===== src/rtl/sdram_pkg.sv =====
// Shared definitions for the SDR SDRAM read engine: command encodings,
// default timing constants and the engine state enum.
package sdram_pkg;

  // {we_n, cas_n, ras_n}
  typedef enum logic [2:0] {
    CMD_NOP          = 3'b111,
    CMD_ACTIVE       = 3'b110,
    CMD_READ         = 3'b101,
    CMD_PRECHARGE    = 3'b010,
    CMD_AUTO_REFRESH = 3'b100
  } cmd_t;

  localparam int T_RCD_DEF   = 2;
  localparam int CAS_LAT_DEF = 2;
  localparam int T_RP_DEF    = 2;
  localparam int T_RFC_DEF   = 7;

  localparam int CNT_W = 8;

  typedef enum logic [3:0] {
    S_IDLE,
    S_ACTIVATE,
    S_RCD_WAIT,
    S_FIFO_WAIT,
    S_READ_CMD,
    S_CAS_WAIT,
    S_CAPTURE0,
    S_CAPTURE1,
    S_PUSH,
    S_PRECHARGE,
    S_RP_WAIT,
    S_REFRESH,
    S_RFC_WAIT
  } state_t;

endpackage


===== src/rtl/sdram_read_ctrl_if.sv =====
// Request, SDRAM pin and read-FIFO signals of the single-read engine.
// slave = the read engine, master = parent controller / FIFO / SDRAM side.
interface sdram_read_ctrl_if;
  import sdram_pkg::*;

  logic        en;
  logic [21:0] address;
  logic        auto_refresh;
  logic        ready;
  cmd_t        command;
  logic [11:0] addr;
  logic [1:0]  bank;
  logic [1:0]  data_mask;
  logic [15:0] data_in;
  logic [31:0] fifo_data;
  logic        fifo_full;
  logic        fifo_wr;

  modport slave (
    input  en, address, auto_refresh, data_in, fifo_full,
    output ready, command, addr, bank, data_mask, fifo_data, fifo_wr
  );

  modport master (
    output en, address, auto_refresh, data_in, fifo_full,
    input  ready, command, addr, bank, data_mask, fifo_data, fifo_wr
  );

endinterface


===== src/rtl/sdram_read_ctrl.sv =====
// Single-read engine: ACTIVE, READ, two-beat capture into one 32-bit FIFO word,
// row close and auto-refresh. `SDRAM_RD_AUTO_PRECHARGE_EN selects A10 auto precharge.
//
// state             | meaning
// IDLE / ACTIVATE   | ready, waiting for en or refresh / ACTIVE on the pins
// RCD_WAIT/FIFO_WAIT| tRCD gap / row open, holding off while the FIFO is full
// READ_CMD/CAS_WAIT | READ on the pins / waiting out CAS latency
// CAPTURE0/CAPTURE1 | edge at the end of the state samples beat0 / beat1
// PUSH / PRECHARGE  | fifo_wr strobe / explicit row close (no auto precharge)
// RP_WAIT           | tRP recovery before returning to IDLE
// REFRESH/RFC_WAIT  | AUTO_REFRESH on the pins / tRFC recovery
module sdram_read_ctrl
  import sdram_pkg::*;
#(
  parameter int T_RCD   = T_RCD_DEF,
  parameter int CAS_LAT = CAS_LAT_DEF,
  parameter int T_RP    = T_RP_DEF,
  parameter int T_RFC   = T_RFC_DEF
) (
  input logic clk,
  input logic rst,
  sdram_read_ctrl_if.slave bus
);

`ifdef SDRAM_RD_AUTO_PRECHARGE_EN
  localparam logic A10 = 1'b1;
`else
  localparam logic A10 = 1'b0;
`endif

  state_t            state_q, state_d;
  logic [CNT_W-1:0]  cnt_q, cnt_load;
  logic [21:0]       lat_q, lat_d;
  logic [15:0]       beat0_q;
  cmd_t              cmd_q, cmd_d;
  logic [11:0]       addr_q, addr_d;
  logic [1:0]        bank_q, bank_d;
  logic [31:0]       fifo_data_q, fifo_data_d;
  logic              fifo_wr_q, fifo_wr_d;
  logic              ready_q, ready_d;
  logic              ref_pend_q, ref_clr;
  logic              go_read;

  assign go_read = (state_q == S_IDLE) && !ref_pend_q && bus.en;
  assign ref_clr = ((state_q == S_REFRESH) || (state_q == S_RFC_WAIT)) && (state_d == S_IDLE);

  always_ff @(posedge clk or negedge rst) begin
    if (!rst) begin
      state_q <= S_IDLE;
      cnt_q   <= '0;
    end else begin
      state_q <= state_d;
      if (state_d != state_q)
        cnt_q <= cnt_load;
      else if (cnt_q != '0)
        cnt_q <= cnt_q - CNT_W'(1);
    end
  end

  always_comb begin
    state_d  = state_q;
    cnt_load = '0;
    case (state_q)
      S_IDLE:      if (ref_pend_q) state_d = S_REFRESH;
                   else if (bus.en) state_d = S_ACTIVATE;
      S_ACTIVATE:  if (T_RCD > 1) state_d = S_RCD_WAIT;
                   else state_d = bus.fifo_full ? S_FIFO_WAIT : S_READ_CMD;
      S_RCD_WAIT:  if (cnt_q == '0) state_d = bus.fifo_full ? S_FIFO_WAIT : S_READ_CMD;
      S_FIFO_WAIT: if (!bus.fifo_full) state_d = S_READ_CMD;
      S_READ_CMD:  state_d = S_CAS_WAIT;
      S_CAS_WAIT:  if (cnt_q == '0) state_d = S_CAPTURE0;
      S_CAPTURE0:  state_d = S_CAPTURE1;
      S_CAPTURE1:  state_d = S_PUSH;
`ifdef SDRAM_RD_AUTO_PRECHARGE_EN
      S_PUSH:      state_d = S_RP_WAIT;
`else
      S_PUSH:      state_d = S_PRECHARGE;
`endif
      S_PRECHARGE: state_d = S_RP_WAIT;
      S_RP_WAIT:   if (cnt_q == '0) state_d = S_IDLE;
      S_REFRESH:   state_d = (T_RFC > 1) ? S_RFC_WAIT : S_IDLE;
      S_RFC_WAIT:  if (cnt_q == '0) state_d = S_IDLE;
      default:     state_d = S_IDLE;
    endcase
    // wait states last (load + 1) cycles; the counter runs down to terminal count 0
    case (state_d)
      S_RCD_WAIT: cnt_load = CNT_W'(T_RCD - 2);
      S_CAS_WAIT: cnt_load = CNT_W'(CAS_LAT - 2);
      S_RP_WAIT:  cnt_load = CNT_W'(T_RP - 1);
      S_RFC_WAIT: cnt_load = CNT_W'(T_RFC - 2);
      default:    cnt_load = '0;
    endcase
  end

  // Outputs are decoded from the next state so the pins change on the entry edge.
  always_comb begin
    lat_d       = go_read ? bus.address : lat_q;
    cmd_d       = CMD_NOP;
    addr_d      = '0;
    bank_d      = bank_q;
    ready_d     = (state_d == S_IDLE);
    fifo_wr_d   = (state_d == S_PUSH);
    fifo_data_d = fifo_wr_d ? {beat0_q, bus.data_in} : fifo_data_q;
    case (state_d)
      S_ACTIVATE: begin
        cmd_d  = CMD_ACTIVE;
        bank_d = lat_d[21:20];
        addr_d = lat_d[19:8];
      end
      S_READ_CMD: begin
        cmd_d  = CMD_READ;
        bank_d = lat_q[21:20];
        addr_d = {1'b0, A10, 2'b00, lat_q[7:0]};
      end
      S_PRECHARGE: begin
        cmd_d  = CMD_PRECHARGE;
        bank_d = lat_q[21:20];
      end
      S_REFRESH:  cmd_d = CMD_AUTO_REFRESH;
      default:    cmd_d = CMD_NOP;
    endcase
  end

  always_ff @(posedge clk or negedge rst) begin
    if (!rst) begin
      lat_q       <= '0;
      beat0_q     <= '0;
      cmd_q       <= CMD_NOP;
      addr_q      <= '0;
      bank_q      <= '0;
      fifo_data_q <= '0;
      fifo_wr_q   <= 1'b0;
      ready_q     <= 1'b1;
      ref_pend_q  <= 1'b0;
    end else begin
      lat_q       <= lat_d;
      if (state_q == S_CAPTURE0)
        beat0_q   <= bus.data_in;
      cmd_q       <= cmd_d;
      addr_q      <= addr_d;
      bank_q      <= bank_d;
      fifo_data_q <= fifo_data_d;
      fifo_wr_q   <= fifo_wr_d;
      ready_q     <= ready_d;
      ref_pend_q  <= bus.auto_refresh | (ref_pend_q & ~ref_clr);
    end
  end

  assign bus.command   = cmd_q;
  assign bus.addr      = addr_q;
  assign bus.bank      = bank_q;
  assign bus.data_mask = 2'b00;
  assign bus.fifo_data = fifo_data_q;
  assign bus.fifo_wr   = fifo_wr_q;
  assign bus.ready     = ready_q;

endmodule


===== src/flat_wrapper.sv =====
// flat-port wrapper written by rule: the top's interface ports become plain ports
module sdram_read_ctrl_flat import sdram_pkg::*;
#(
  parameter int T_RCD   = T_RCD_DEF,
  parameter int CAS_LAT = CAS_LAT_DEF,
  parameter int T_RP    = T_RP_DEF,
  parameter int T_RFC   = T_RFC_DEF
)
  (clk, rst, bus_en, bus_address, bus_auto_refresh, bus_data_in, bus_fifo_full, bus_ready, bus_command, bus_addr, bus_bank, bus_data_mask, bus_fifo_data, bus_fifo_wr);
  sdram_read_ctrl_if bus_i ();
  input logic clk;
  input logic rst;
  input wire logic [$bits(bus_i.en)-1:0] bus_en;
  input wire logic [$bits(bus_i.address)-1:0] bus_address;
  input wire logic [$bits(bus_i.auto_refresh)-1:0] bus_auto_refresh;
  input wire logic [$bits(bus_i.data_in)-1:0] bus_data_in;
  input wire logic [$bits(bus_i.fifo_full)-1:0] bus_fifo_full;
  output wire logic [$bits(bus_i.ready)-1:0] bus_ready;
  output wire logic [$bits(bus_i.command)-1:0] bus_command;
  output wire logic [$bits(bus_i.addr)-1:0] bus_addr;
  output wire logic [$bits(bus_i.bank)-1:0] bus_bank;
  output wire logic [$bits(bus_i.data_mask)-1:0] bus_data_mask;
  output wire logic [$bits(bus_i.fifo_data)-1:0] bus_fifo_data;
  output wire logic [$bits(bus_i.fifo_wr)-1:0] bus_fifo_wr;
  assign bus_i.en = bus_en;
  assign bus_i.address = bus_address;
  assign bus_i.auto_refresh = bus_auto_refresh;
  assign bus_i.data_in = bus_data_in;
  assign bus_i.fifo_full = bus_fifo_full;
  assign bus_ready = bus_i.ready;
  assign bus_command = bus_i.command;
  assign bus_addr = bus_i.addr;
  assign bus_bank = bus_i.bank;
  assign bus_data_mask = bus_i.data_mask;
  assign bus_fifo_data = bus_i.fifo_data;
  assign bus_fifo_wr = bus_i.fifo_wr;
  sdram_read_ctrl #(.T_RCD(T_RCD), .CAS_LAT(CAS_LAT), .T_RP(T_RP), .T_RFC(T_RFC)) u_core (.clk(clk), .rst(rst), .bus(bus_i));
endmodule

===== config.mk =====
export PLATFORM = sky130hd
export DESIGN_NAME = sdram_read_ctrl_flat
export DESIGN_NICKNAME = d
export VERILOG_FILES = /design/src/rtl/sdram_pkg.sv /design/src/rtl/sdram_read_ctrl_if.sv /design/src/rtl/sdram_read_ctrl.sv /design/src/flat_wrapper.sv
export SDC_FILE = /design/constraint.sdc
export NUM_CORES = 1
export LEC_CHECK = 0
export ABC_CLOCK_PERIOD_IN_PS = 4600
export BUFFER_PORTS_ARGS = -buffer_cell sky130_fd_sc_hd__clkbuf_2
export CORE_MARGIN = 2
export CORE_UTILIZATION = 47
export DETAILED_ROUTE_END_ITERATION = 8
export PLACE_DENSITY = 0.7
export SKIP_CTS_REPAIR_TIMING = 1
export SLEW_MARGIN = 20
export SYNTH_ARGS = -nofsm -noshare
export SYNTH_HDL_FRONTEND = slang
export SYNTH_SLANG_ARGS = --single-unit

===== constraint.sdc =====
create_clock -name clk -period 4.6 [get_ports clk]
set_input_delay 0.92 -clock clk [delete_from_list [all_inputs] [get_ports clk]]
set_output_delay 0.92 -clock clk [all_outputs]
set_load 0.02 [all_outputs]

# == Yosys cells after proc, flatten, opt, wreduce, memory -nomap -nowiden ==
# Index checks and enable logic that the tools add are counted.
# word_totals
inputBits,43
reg_bits,102
out_inout_bits,53
# op_classes
addsub,1
bitwise,3
reduce_logical,13
n_eq_ne,20
n_mux,15
# ops
cell,n
$pmux W4 S12,1
$eq A4 B4 Y1 const B,10
$mux W4,6
$pmux W12 S2,1
$mux W22,1
$eq A4 B3 Y1 const B,5
$mux W8,2
$pmux W3 S4,1
$eq A4 B1 Y1 const B,2
$eq A4 B2 Y1 const B,2
$logic_not A4 Y1,2
$logic_not A8 Y1,1
$reduce_bool A8 Y1,1
$sub A8 B1 Y8 const B,1
$pmux W3 S2,1
$ne A4 B4 Y1,1
$pmux W2 S2,1
$reduce_bool A2 Y1,2
$reduce_or A2 Y1,2
$logic_and A1 B1 Y1,3
$mux W3,1
$and A1 B1 Y1,1
$logic_not A1 Y1,1
$logic_or A1 B1 Y1,1
other kinds (2),2

# == Logic depth before layout (Yosys ltp) ==
# logic_depth
depth_word,8
mapped_depth,8
ltp_nobuf,7

# == Worst setup path before layout ==
# Ideal clock, no wire load.
# synth_timing
kind,register -> register
start,reg u_core.cnt_q[0]
end,reg u_core.cnt_q[1]
path_buffers,1
setup_slack_ns,2.266
t_arrival_ns,2.223
setup_ns,0.111
synth_period_minus_slack_ns,2.334
required_ns,4.489
path_stages_with_launch,9
cell_sequence,dfrtp_1 > inv_1 > ha_1 > or4b_1 > buf_6 > o2111ai_4 > o2111ai_4 > mux2_4 > a2111oi_2
# synth_via
elab_chain_cells,5
elab_cells_between_ends,11
classes_between,add/sub (1); eq/ne (1); mux (6); reduce/logical (3)
# synth_rtl
element,line_no,source
from (decl),sdram_read_ctrl.sv:32,"logic [CNT_W-1:0] cnt_q, cnt_load;"
from (signal assigned),sdram_read_ctrl.sv:54,cnt_q <= cnt_load;
from (signal assigned),sdram_read_ctrl.sv:56,cnt_q <= cnt_q - CNT_W'(1);
$logic_not A8 Y1 (*),n/a,
"$mux W4, on equally long branches",n/a,
$pmux W4 S12 (*),sdram_read_ctrl.sv:63,case (state_q)
named net u_core.state_d[0],sdram_read_ctrl.sv:31,"state_t state_q, state_d;"
$ne A4 B4 Y1 (*),sdram_read_ctrl.sv:53,if (state_d != state_q)
$mux W8 or $reduce_bool A2 Y1 (tied branches),n/a,
# The timed path passes the listed nets; every way through them passes the cells marked *. The select of a mux whose other input is x is not followed.
# A chain may end at the register's enable or synchronous reset.

# == Worst setup path in the final report ==
# layout_timing
start,reg u_core.state_q[0]
end,reg u_core.bank_q[0] (netlist: u_core.bus.bank[0])
# layout_via
elab_chain_cells,6
elab_cells_between_ends,30
classes_between,eq/ne (15); mux (9); reduce/logical (6)
# layout_rtl
element,line_no,source
from (decl),sdram_read_ctrl.sv:31,
from (signal assigned),sdram_read_ctrl.sv:52,state_q <= state_d;
$eq A4 B4 Y1 or $mux W4 (tied branches),"sdram_read_ctrl.sv:63, sdram_read_ctrl.sv:65",
$reduce_or A2 Y1 (no line) or $mux W4 (tied branches),n/a,
$pmux W4 S12,sdram_read_ctrl.sv:63,
$eq A4 B3 Y1 or $eq A4 B4 Y1 (tied branches),sdram_read_ctrl.sv:104,case (state_d)
$reduce_or A2 Y1 (no line),n/a,
$pmux W2 S2 or $reduce_bool A2 Y1 (tied branches),n/a,
to (signal assigned),sdram_read_ctrl.sv:141,bank_q <= bank_d;
to (decl),sdram_read_ctrl.sv:37,"logic [1:0] bank_q, bank_d;"
# Several ways; a longest one is shown, not always the timed one.

==> impl_metrics.csv <==
group,metric,value,unit
synth,yosys.area_share.simple,17.39,%
place,post-place-ws,1.923,ns
grt,antenna_found_initial,0,
place,place_inst,532,
routing,drt_pass1_iterations,4,
grt,grtUsageMet3,6.305,%
synth,synth_compound_gate_area_share,10.49,%
synth,synth_edf_count,0,
critical_path,crit_type,"register to register",
sta,relSlewSlack,33.18,%
synth,netlist_top_cells_area,"dfrtp_1 (56%), nand2_1 (10%), mux2_2 (8.2%)",
critical_path,critPathRequiredTime,4.84,ns
grt,grt_pass1_wl,13.25,mm
grt,grt_pass1_vias,2785,
synth,synth_warnings,0,
sta,drv_slew,0,
clocking,clkLatencyLatePin,0.35,ns
synth,synth_top_area_share,55.70,%
synth,synth-xor-area-share,1.133,%
power,switching_share,37.21,%
sta,hold_violations,0,
place,hpwl,5.508,mm
grt,grt.overflow.total,0,
synth,syn_area,0.003864,mm2
routing,vias,2866,
critical_path,cp_max_fo,25,
final_layout,stdcell_count,548,
critical_path,arrival,2.88,ns
clocking,cts_tree,"done",
synth,yosys.cell_types.count,52,
synth,synth_seq_area_share,58.42,%
clocking,htree_levels,3,
power,p_sw,1.081,mW
floorplan,num_rows,33,
power,seqPwrFrac,42.0,%
final_layout,postLayoutCellArea,0.004648,mm2
place,place_congestion,0.8776,
sta,setup_violations,0,
grt,grt_usage,18.98,%
synth,synth_seq_cells,90,
floorplan,fp.coreArea,0.008093,mm2
floorplan,die_h,94.67,um
synth,syn_area_per_cell,10.98,um2
power,power.static_leakage,2.409,nW
final_layout,diodes,0,
grt,grt_max_degree,53,
routing,wl_per_cell,14.43,um
synth,synth_top_family_by_area,"simple AND/OR/NAND/NOR gates",
power,powerDensity,625.0,mW/mm2
sta,fin_skew,0.006979,ns
clocking,root_buffer,"clkbuf_8",
critical_path,end_kind,"register",
power,p_comb_share,34.7,%
routing,drtIter0Drc,179,
synth,synth_most_common_cell,"nand2_1",
floorplan,ioPinCount,96,
grt,gr-usage-met1,26.33,%
clocking,cts_buffer_depth,2,
final_layout,area_growth,20.30,%
synth,netlist_instances,352,
place,postPlaceCellArea,0.004392,mm2
run,max_cap_viol_count,0,
outcome,status,"finished, final reports clean",
sta,fmax,377.8,MHz
sta,min_period_over_period,57.55,%
routing,antenna_left,0,
synth,synth.area.mux_share,8.808,%
grt,grtUsageMet2,28.01,%
sta,tns,0,ns
power,ir_worst_vdd,0.0002967,V
sta,worst_slack,1.953,ns
floorplan,die_w,94.67,um
critical_path,startpoint_type,"register",
grt,grt-busiest-layer,"met2",
final_layout,drive_gt1_share,34.76,%
clocking,clock_sinks,90,
routing,route.detailed.drc,0,
power,p_clk_share,23.2,%
power,internal_power,1.824,mW
synth,synth_adder_area_share,0.3238,%
hold_path,holdCritPathClass,"register to register",
sta,tightest_slew,1.001,ns
sta,grt_setup_unrepaired,"false",
routing,viasPerCell,5.230,
synth,ys_top_cells_by_count,"nand2_1 (107), dfrtp_1 (86), mux2_2 (28)",
clocking,numCtsBuffers,9,
synth,async_flop_share,100.0,%
sta,final.min_clock_period,2.647,ns
floorplan,die_area,0.008961,mm2
clocking,path_clk_slew,0.09,ns
final_layout,fin_nets,482,
floorplan,start_util,47.74,%
synth,synthFlopType,"dfrtp_1",
routing,wl,7.908,mm
synth,yosysTopAreaCell,"dfrtp_1",
place,port_buffers,93,
-- registers in the layout, summed over array words and instances, names as in the netlist, 2 cells and up --
signal                cells
u_core.lat_q             10
u_core.state_q            4
u_core.beat0_q           16
u_core.bus.addr          12
u_core.bus.command        3
u_core.bus.fifo_data     32
u_core.cnt_q              8
u_core.bus.bank           2
-- per-stage QoR --
stage                     power, mW  hold slack (ns)  utilization (%)
final                         2.905           0.4670            57.44
after global routing          3.102           0.4863            57.44
after CTS                     2.932           0.4685            57.44
after detailed placement      2.252           0.4492            54.27
after global placement        2.212           0.4412            54.27
after floorplan               1.964           0.4348                -
-- area by class of cell --
class                           count  area, um2
Sequential cell                    90       2257
Timing Repair Buffer               96      490.5
Clock inverter                      6      118.9
Tap cell                          105      131.4
Inverter                            7      26.28
Clock buffer                       10      137.6
Fill cell                         733       3445
Multi-Input combinational cell    234       1486
-- power by group through the flow --
stage               Sequential (mW)  Clock, mW  Combinational (mW)
CTS                            1.22      0.692                1.02
global route                   1.25      0.727                1.12
floorplan                      1.31          0               0.656
finish                         1.22      0.675                1.01
detailed placement             1.24          0                1.02
global placement               1.22          0               0.993
-- critical path, stage by stage, from the launching register on --
cell,delay (ns)
dfrtp_1,0.59
nor4_1,0.49
and3b_1,0.80
mux2_2,0.41
mux2_2,0.25
-- metal layers --
metal / routed length [um] / part of all wire [%]
met5: 0 / 0
met2: 3546 / 45
met4: 66 / 0.83
met3: 732 / 9.3
met1: 3562 / 45
-- logic make-up (layout without fill, tap and decap cells) --
| group | after synthesis | in the layout |
|---|---|---|
| xor gates and xnor gates | 5 | 5 |
| muxes | 30 | 30 |
| DFF | 90 | 90 |
| and+or+nand+nor | 149 | 149 |
| other | 1 | 2 |
| adders and majority gates | 1 | 1 |
| AOI/OAI and AO/OA | 47 | 47 |
| buffers and inverters | 29 | 119 |
-- worst paths after layout --
check / to / cells after the start / startpoint / slack, ns
hold reg to reg: u_core.bus.fifo_data[17] / 2 / u_core.beat0_q[1] / 0.47
min in group asynchronous: u_core.lat_q[20] / 1 / rst / 0.58
setup / recovery: u_core.bus.bank[0] / 4 / u_core.state_q[0] / 1.95
max in group asynchronous: u_core.lat_q[2] / 2 / rst / 3.08
setup reg to reg: u_core.bus.bank[0] / 4 / u_core.state_q[0] / 1.95
hold / removal: u_core.bus.fifo_data[17] / 2 / u_core.beat0_q[1] / 0.47
-- placed cells by master (no fill, tap or decap), types with 4 or more instances in the layout --
cell      Yosys  layout
a22o_1        8       8
dfrtp_1      86      86
nor4_1        4       4
nor3_1        9       8
xnor2_1       4       4
nand2_1     107     107
buf_4         2       4
nor2_1        4       4
inv_1         7       7
o21ai_0       9       9
mux2_2       28      28
and2_1        4       4
a21oi_1       6       6
dfstp_2       4       4
clkbuf_8      0      10
nor2b_1       4       4
clkbuf_2      0      92
Power figures use the tool's default switching activity.
